--- src/rtl/rr_arb_mux_if.sv ---
// Handshake/bus bundle for rr_arb_mux.
// slave modport is the arbiter side, master modport is the environment side.
// RR_ARB_MUX_LOCK_EN adds the per-channel lock_i request.
interface rr_arb_mux_if #(
  parameter int size  = 32,
  parameter int ch    = 4,
  parameter int sel_w = 2
);
  logic [ch-1:0]      valid_i;
  logic [ch*size-1:0] data_i;
  logic [ch-1:0]      ready_o;
  logic [size-1:0]    data_o;
  logic               valid_o;
  logic               ready_i;
  logic [sel_w-1:0]   grant_idx_o;
`ifdef RR_ARB_MUX_LOCK_EN
  logic [ch-1:0]      lock_i;
`endif

  modport slave (
`ifdef RR_ARB_MUX_LOCK_EN
    input  lock_i,
`endif
    input  valid_i, data_i, ready_i,
    output ready_o, data_o, valid_o, grant_idx_o
  );

  modport master (
`ifdef RR_ARB_MUX_LOCK_EN
    output lock_i,
`endif
    output valid_i, data_i, ready_i,
    input  ready_o, data_o, valid_o, grant_idx_o
  );
endinterface

--- src/rtl/rr_arb_mux.sv ---
// N-channel registered multiplexer with round-robin arbitration.
// One output register slot; a new word is accepted whenever the slot is empty
// or being drained this cycle, giving one word per cycle sustained.
// RR_ARB_MUX_LOCK_EN: a channel holding lock_i keeps the grant while it stays
// valid; the round-robin pointer is frozen for the duration of the lock.
module rr_arb_mux #(
  parameter int size  = 32,
  parameter int ch    = 4,
  parameter int sel_w = 2
) (
  input  logic          clk_i,
  input  logic          rst_i,
  rr_arb_mux_if.slave   bus
);

  logic               valid_q;
  logic [size-1:0]    data_q;
  logic [sel_w-1:0]   grant_q;
  logic [sel_w-1:0]   ptr_q;
  logic [sel_w-1:0]   ptr_d;
  logic               free;
  logic               gnt_found;
  logic [sel_w-1:0]   gnt_idx;
  logic [size-1:0]    gnt_data;

  assign free = !valid_q || bus.ready_i;

`ifdef RR_ARB_MUX_LOCK_EN
  logic held_q;
  logic locked;
  // held_q keeps a stale grant_idx_o after reset from acting as a lock owner
  assign locked = held_q && bus.lock_i[grant_q] && bus.valid_i[grant_q];
`endif

  // Pick the first valid channel after the last grant, wrapping modulo ch
  always_comb begin
    logic [sel_w-1:0] cand;
    gnt_found = 1'b0;
    gnt_idx   = '0;
    cand      = '0;
    for (int i = 1; i <= ch; i++) begin
      cand = sel_w'((int'(ptr_q) + i) % ch);
      if (!gnt_found && bus.valid_i[cand]) begin
        gnt_found = 1'b1;
        gnt_idx   = cand;
      end
    end
    ptr_d = gnt_idx;
`ifdef RR_ARB_MUX_LOCK_EN
    if (locked) begin
      gnt_found = 1'b1;
      gnt_idx   = grant_q;
      ptr_d     = ptr_q;
    end
`endif
  end

  // Steer the granted channel's word toward the output register
  always_comb begin
    gnt_data = '0;
    for (int k = 0; k < ch; k++) begin
      if (gnt_idx == sel_w'(k)) gnt_data = bus.data_i[k*size +: size];
    end
  end

  // Accept strobe back to the winning source; silent during reset
  always_comb begin
    bus.ready_o = '0;
    if (rst_i && free && gnt_found) bus.ready_o[gnt_idx] = 1'b1;
  end

  // Output slot: capture on grant, empty on drain, hold under backpressure
  always_ff @(posedge clk_i or negedge rst_i) begin
    if (!rst_i) begin
      valid_q <= 1'b0;
      data_q  <= '0;
      grant_q <= '0;
      ptr_q   <= sel_w'(ch - 1);
    end else if (free) begin
      if (gnt_found) begin
        valid_q <= 1'b1;
        data_q  <= gnt_data;
        grant_q <= gnt_idx;
        ptr_q   <= ptr_d;
      end else begin
        valid_q <= 1'b0;
      end
    end
  end

`ifdef RR_ARB_MUX_LOCK_EN
  // Remember that grant_q names a real owner since the last reset
  always_ff @(posedge clk_i or negedge rst_i) begin
    if (!rst_i)                 held_q <= 1'b0;
    else if (free && gnt_found) held_q <= 1'b1;
  end
`endif

  assign bus.valid_o     = valid_q;
  assign bus.data_o      = data_q;
  assign bus.grant_idx_o = grant_q;

endmodule

--- src/flat_wrapper.sv ---
// flat-port wrapper written by rule: the top's interface ports become plain ports
module rr_arb_mux_flat 
#(
  parameter int size  = 32,
  parameter int ch    = 4,
  parameter int sel_w = 2
)
  (clk_i, rst_i, bus_valid_i, bus_data_i, bus_ready_i, bus_ready_o, bus_data_o, bus_valid_o, bus_grant_idx_o);
  rr_arb_mux_if #(.size(size), .ch(ch), .sel_w(sel_w)) bus_i ();
  input  logic clk_i;
  input  logic rst_i;
  input wire logic [$bits(bus_i.valid_i)-1:0] bus_valid_i;
  input wire logic [$bits(bus_i.data_i)-1:0] bus_data_i;
  input wire logic [$bits(bus_i.ready_i)-1:0] bus_ready_i;
  output wire logic [$bits(bus_i.ready_o)-1:0] bus_ready_o;
  output wire logic [$bits(bus_i.data_o)-1:0] bus_data_o;
  output wire logic [$bits(bus_i.valid_o)-1:0] bus_valid_o;
  output wire logic [$bits(bus_i.grant_idx_o)-1:0] bus_grant_idx_o;
  assign bus_i.valid_i = bus_valid_i;
  assign bus_i.data_i = bus_data_i;
  assign bus_i.ready_i = bus_ready_i;
  assign bus_ready_o = bus_i.ready_o;
  assign bus_data_o = bus_i.data_o;
  assign bus_valid_o = bus_i.valid_o;
  assign bus_grant_idx_o = bus_i.grant_idx_o;
  rr_arb_mux #(.size(size), .ch(ch), .sel_w(sel_w)) u_core (.clk_i(clk_i), .rst_i(rst_i), .bus(bus_i));
endmodule
--- config.mk ---
export PLATFORM = sky130hd
export DESIGN_NAME = rr_arb_mux_flat
export DESIGN_NICKNAME = d
export VERILOG_FILES = /design/src/rtl/rr_arb_mux_if.sv /design/src/rtl/rr_arb_mux.sv /design/src/flat_wrapper.sv
export SDC_FILE = /design/constraint.sdc
export NUM_CORES = 1
export LEC_CHECK = 0
export ABC_AREA = 1
export BUFFER_PORTS_ARGS = -buffer_cell sky130_fd_sc_hd__buf_2
export CAP_MARGIN = 20
export CORE_UTILIZATION = 44
export DETAILED_ROUTE_END_ITERATION = 8
export MAX_ROUTING_LAYER = met4
export PLACE_DENSITY = 0.87
export SYNTH_ARGS = -nofsm -noshare
export SYNTH_HDL_FRONTEND = slang
export SYNTH_SLANG_ARGS = --single-unit
--- constraint.sdc ---
create_clock -name clk_i -period 2.9 [get_ports clk_i]
set_clock_uncertainty 0.1 [all_clocks]
set_input_delay 0.725 -clock clk_i [delete_from_list [all_inputs] [get_ports clk_i]]
set_output_delay 0.725 -clock clk_i [all_outputs]
set_load 0.03 [all_outputs]
# Word level (Yosys, flattened, before mapping)
# Cells that the tools add are included.
# Widths: inputs -> output; s select.
[totals] regBits=37 in_bits=135 out_inout_bits=39 word_cells=54
[op_classes] add_sub_neg=4 magnitude_cmp=6 eq_ne=3 muxes=24 n_reduce_logical=13
[ops] op="$mux 32" count=4
[ops] op="$lt 2x3->1 const B" count=5
[ops] op="$mux 1" count=10
[ops] op="$bmux 1 s2" count=4
[ops] op="$mux 2" count=4
[ops] op="$logic_and 1x1->1" count=6
[ops] op="$add 2x1->2 const B" count=2
[ops] op="$add 2x2->2 const B" count=2
[ops] op="$eq 2x2->1 const B" count=2
[ops] op="$logic_not 1->1" count=4
[ops] op="$mux 4" count=1
[ops] op="$demux 1 s2" count=1
[ops] op="$eq 2x1->1 const B" count=1
[ops] op="$ge 2x1->1 const B" count=1
[ops] op="$logic_not 2->1" count=1
[ops] op="$reduce_and 2->1" count=1
[ops] op="$logic_or 1x1->1" count=1

# Depth between registers and ports, before layout
[logic_depth] depth_word=18 mapped_depth=19 mapped_depth_nobuf=17

# Least setup slack after synthesis
# Ideal clock, no wire load.
[synth_timing] path_type="input-to-output" from="in bus_valid_i[3]" to="out bus_ready_o[2]" arrival_ns=2.297 t_required_ns=2.075 path_slack_ns=-0.222 stages=11 n_path_buf=2 cell_sequence="nand2_1 nand2_1 nand2_1 nand2_1 nor2_4 nand3_4 nand2_2 nor2_4 buf_6 buf_6 nor3_1"
[synth_between] elab_chain_len=17 elab_cells_between_ends=29 cone_classes="2 x order compare; 19 x mux; 8 x reduce/logical"
[synth_rtl] element="start: declaration" line="flat_wrapper.sv:12" text="input wire logic [$bits(bus_i.valid_i)-1:0] bus_valid_i;"
[synth_rtl] element="$bmux 1 s2" line="rr_arb_mux.sv:43" text="if (!gnt_found && bus.valid_i[cand]) begin"
[synth_rtl] element="$mux 1 (implied by the code)" line="rr_arb_mux.sv:43"
[synth_rtl] element="$mux 1" line="rr_arb_mux.sv:43"
[synth_rtl] element="$logic_not 1->1" line="rr_arb_mux.sv:43"
[synth_rtl] element="$logic_and 1x1->1" line="rr_arb_mux.sv:43"
[synth_rtl] element="$mux 1" line="rr_arb_mux.sv:43"
[synth_rtl] element="$logic_not 1->1" line="rr_arb_mux.sv:43"
[synth_rtl] element="$logic_and 1x1->1" line="rr_arb_mux.sv:43"
[synth_rtl] element="$mux 1" line="rr_arb_mux.sv:43"
[synth_rtl] element="$logic_not 1->1" line="rr_arb_mux.sv:43"
[synth_rtl] element="$logic_and 1x1->1" line="rr_arb_mux.sv:43"
[synth_rtl] element="$mux 2" line="rr_arb_mux.sv:43"
[synth_rtl] element="$lt 2x3->1 (implied by the code) / $ge 2x1->1 (equally long branches)" line="rr_arb_mux.sv:69" text="if (rst_i && free && gnt_found) bus.ready_o[gnt_idx] = 1'b1;"
[synth_rtl] element="$logic_and 1x1->1 (implied by the code)" line="rr_arb_mux.sv:69"
[synth_rtl] element="$mux 1 (implied by the code)" line="rr_arb_mux.sv:69"
[synth_rtl] element="$demux 1 s2"
[synth_rtl] element="$mux 4 *" line="rr_arb_mux.sv:69"
[synth_rtl] element="end: declaration" line="flat_wrapper.sv:15" text="output wire logic [$bits(bus_i.ready_o)-1:0] bus_ready_o;"
# Mark *: on every way between the ends. The rest lies on a longest branch, timed or not. The select of a mux whose other input is x is not followed.

# Final worst setup path
[layout_timing] from="reg u_core.ptr_q[0]" to="out bus_ready_o[1]"
[layout_between] elab_chain_len=18 elab_cells_between_ends=33 cone_classes="4 x add/sub; 2 x order compare; 19 x mux; 8 x reduce/logical"
[layout_rtl] element="start: declaration" line="rr_arb_mux.sv:19" text="logic [sel_w-1:0] ptr_q;"
[layout_rtl] element="start signal: assignment" line="rr_arb_mux.sv:78" text="ptr_q <= sel_w'(ch - 1);"
[layout_rtl] element="start signal: assignment" line="rr_arb_mux.sv:84" text="ptr_q <= ptr_d;"
[layout_rtl] element="$add 2x1->2" line="rr_arb_mux.sv:42" text="cand = sel_w'((int'(ptr_q) + i) % ch);"
[layout_rtl] element="$bmux 1 s2" line="rr_arb_mux.sv:43"
[layout_rtl] element="$mux 1 (implied by the code)" line="rr_arb_mux.sv:43"
[layout_rtl] element="$mux 1" line="rr_arb_mux.sv:43"
[layout_rtl] element="$logic_not 1->1" line="rr_arb_mux.sv:43"
[layout_rtl] element="$logic_and 1x1->1" line="rr_arb_mux.sv:43"
[layout_rtl] element="$mux 1" line="rr_arb_mux.sv:43"
[layout_rtl] element="$logic_not 1->1" line="rr_arb_mux.sv:43"
[layout_rtl] element="[2 not listed]"
[layout_rtl] element="$logic_not 1->1" line="rr_arb_mux.sv:43"
[layout_rtl] element="$logic_and 1x1->1" line="rr_arb_mux.sv:43"
[layout_rtl] element="$mux 2" line="rr_arb_mux.sv:43"
[layout_rtl] element="$lt 2x3->1 (implied by the code) / $ge 2x1->1 (equally long branches)" line="rr_arb_mux.sv:69"
[layout_rtl] element="$logic_and 1x1->1 (implied by the code)" line="rr_arb_mux.sv:69"
[layout_rtl] element="$mux 1 (implied by the code)" line="rr_arb_mux.sv:69"
[layout_rtl] element="$demux 1 s2"
[layout_rtl] element="$mux 4 *" line="rr_arb_mux.sv:69"
# Marks and branches as above.

==> results.cfg <==
[synth]
syn_nets = 586
synth_cell_types = 28
synth_edf_count = 0
ys.warnings.count = 0
ys_seq_elements = 37
yosysSeqAreaShare = 0.326
syn_inst = 451
synth_area_leaders = dfrtp_1 31%, nand2_1 21%, nand3_1 14%
synth_commonest_cells = 162 x nand2_1, 78 x nand3_1, 37 x nor2_1
async_flop_share = 1.00
ys.flop_type = dfrtp_1
syn_avg_cell_area_sq_um = 6.32
synth_top_area_cell = dfrtp_1
synth.top_cell.area_share = 0.307
synth_most_common_cell = nand2_1
synth_area_sq_mm = 0.00285

[setup_path]
cp_common_cell = nand2_1
worst_path_largest_cell_delay_ns = 0.65
cp_slowest_cell = dfstp_2
crit_chain = inv_6 -> nand2_1 -> nand2_2 -> nand2_1 -> nand2_1 -> nand2_1 -> nand2_1 -> nand2_2 -> buf_4 -> nand3_4 -> nor3_4 -> buf_6
worstPathMaxFanout = 8
path_class = reg2out
arrival_ns = 2.20
end_kind = primary output
required_ns = 2.08
cp-start-kind = flip-flop

[cells_and_area]
post-route-util = 0.657
areaGrowthSynthToFinish_pct = 40.6
nets = 764
drive_gt1_frac = 0.387
antenna_cells = 0
final_cells = 705
fillers = 578

[timing]
fin_crit_ns = 3.02
timing.fmax_ghz = 0.331
setup_viol = 4
whs_ns = 0.383
rsz0062_at_grt = true
timing.slew.headroom = 0.646
setup_slack_ns = -0.123
hold_violations = 0
worst_pin_slew_ns = 0.531
timing.final.crit_share = 1.04
slew_violations = 0

[floorplanning]
fp.coreArea_sq_mm = 0.00610
fp.dieH_um = 82.5
ios = 174
fp.dieW_um = 82.5
initial_utilization = 0.467
dieArea_sq_mm = 0.00680
num_rows = 28

[routing]
wl_um = 9500
antenna_left = 0
dr.pass1.iters = 7
dr_total_vias = 3623
drc = 0
drt_iter0_markers = 224
viasPerCell = 5.14
avgRoutedWirePerCell_um = 13.5

[clock_tree]
clkTransAtPathRegs_ns = 0.07
cts_tree = done
cts_htree_levels = 2
cts_hold_buf = 0
cts_buffers = 5
clock_path_buffers = 2
clock_latency_ns = 0.29
root_buffer = clkbuf_8
cts_sinks = 37

[outcome]
violations = negative setup slack
outcome = finished, violations left

[placed_design]
dp_hpwl_um = 6850
placedCellCount = 683
pre_cts_ws_ns = 0.0151
portBuffers = 173
gp_congestion = 0.927

[hold_path]
hold_class = reg2reg

[global_route]
grt_usage = 0.295
grt_overflow = 0
grt_max_degree = 49
grt_pass1_wl_um = 14600
grt_pass1_vias = 3195
antenna_found_initial = 0

[run]
cap_viol_max_count = 0
[cells by family after synthesis]
group | synth area share
and+or+nand+nor | 0.478
buffers and inverters | 0.135
DFF | 0.326
AOI/OAI and AO/OA | 0.0606
[per-layer routing]
metal / up-vias / GRT usage / part of all wire
met3: 21 / 0.0560 / 0.060
met2: 140 / 0.478 / 0.51
met1: 1682 / 0.364 / 0.41
met4: 0 / 0.114 / 0.018
li1: 1780 / - / -
met5: - / - / 0
[metrics by stage]
step           area [sq um]  setup TNS [ns]
2_1_floorplan          2860               0
3_5_place_dp           3730               0
6_report               4010          -0.350
3_3_place_gp           3700           -2.71
4_1_cts                3970         -0.0368
5_1_grt                4010          -0.715
[sequential cells by signal (all words and copies together) (netlist names)]
signal                  cells
u_core.ptr_q                2
u_core.bus.data_o          32
u_core.bus.valid_o          1
u_core.bus.grant_idx_o      2
[path summary, 6_finish.rpt]
path                                      start                     to  slack, ns  cells after the start
max in group asynchronous                 rst_i        u_core.ptr_q[1]       1.90                      2
setup reg to reg                u_core.ptr_q[0]   u_core.bus.data_o[7]       0.12                     17
setup / recovery                u_core.ptr_q[0]         bus_ready_o[1]      -0.12                     12
hold reg to reg            u_core.bus.data_o[3]   u_core.bus.data_o[3]       0.38                      2
min in group asynchronous                 rst_i  u_core.bus.data_o[12]       0.43                      2
hold / removal             u_core.bus.data_o[3]   u_core.bus.data_o[3]       0.38                      2
[cell type report]
cell class                      count  area, sq um  area share
Multi-Input combinational cell    341         1610       0.401
Tap cell                           75         93.8      0.0234
Inverter                           43          166      0.0415
Sequential cell                    37          928       0.232
Clock buffer                        8         90.1      0.0225
Timing Repair Buffer              201         1120       0.280
[layout by cell type (no fill, tap or decap), drive strengths merged]
cell type  Yosys  layout
a21boi         1       1
a21oi          1       1
buf           26     201
clkbuf         4       8
clkinv         4       4
dfrtp         35      35
dfstp          2       2
inv           39      39
nand2        172     172
nand3         81      81
nand3b         1       1
nand4          9       9
nor2          41      41
nor3           3       3
o21ai         32      32
[worst max-delay path: cells and delay by family (launching register included)]
kind          cells  cell delay, ns
simple gates      9            0.90
buf+inv           3            0.35
flops             1            0.65
[repair_timing]
action,CTS,global route
setup endpoints to repair,4,4
cloned,0,0
pin swaps,10,2
buffers inserted,10,4
resized for setup,21,4
Power is not shown: default switching activity piles up to over one toggle a cycle in this logic, so the estimate is an artifact.
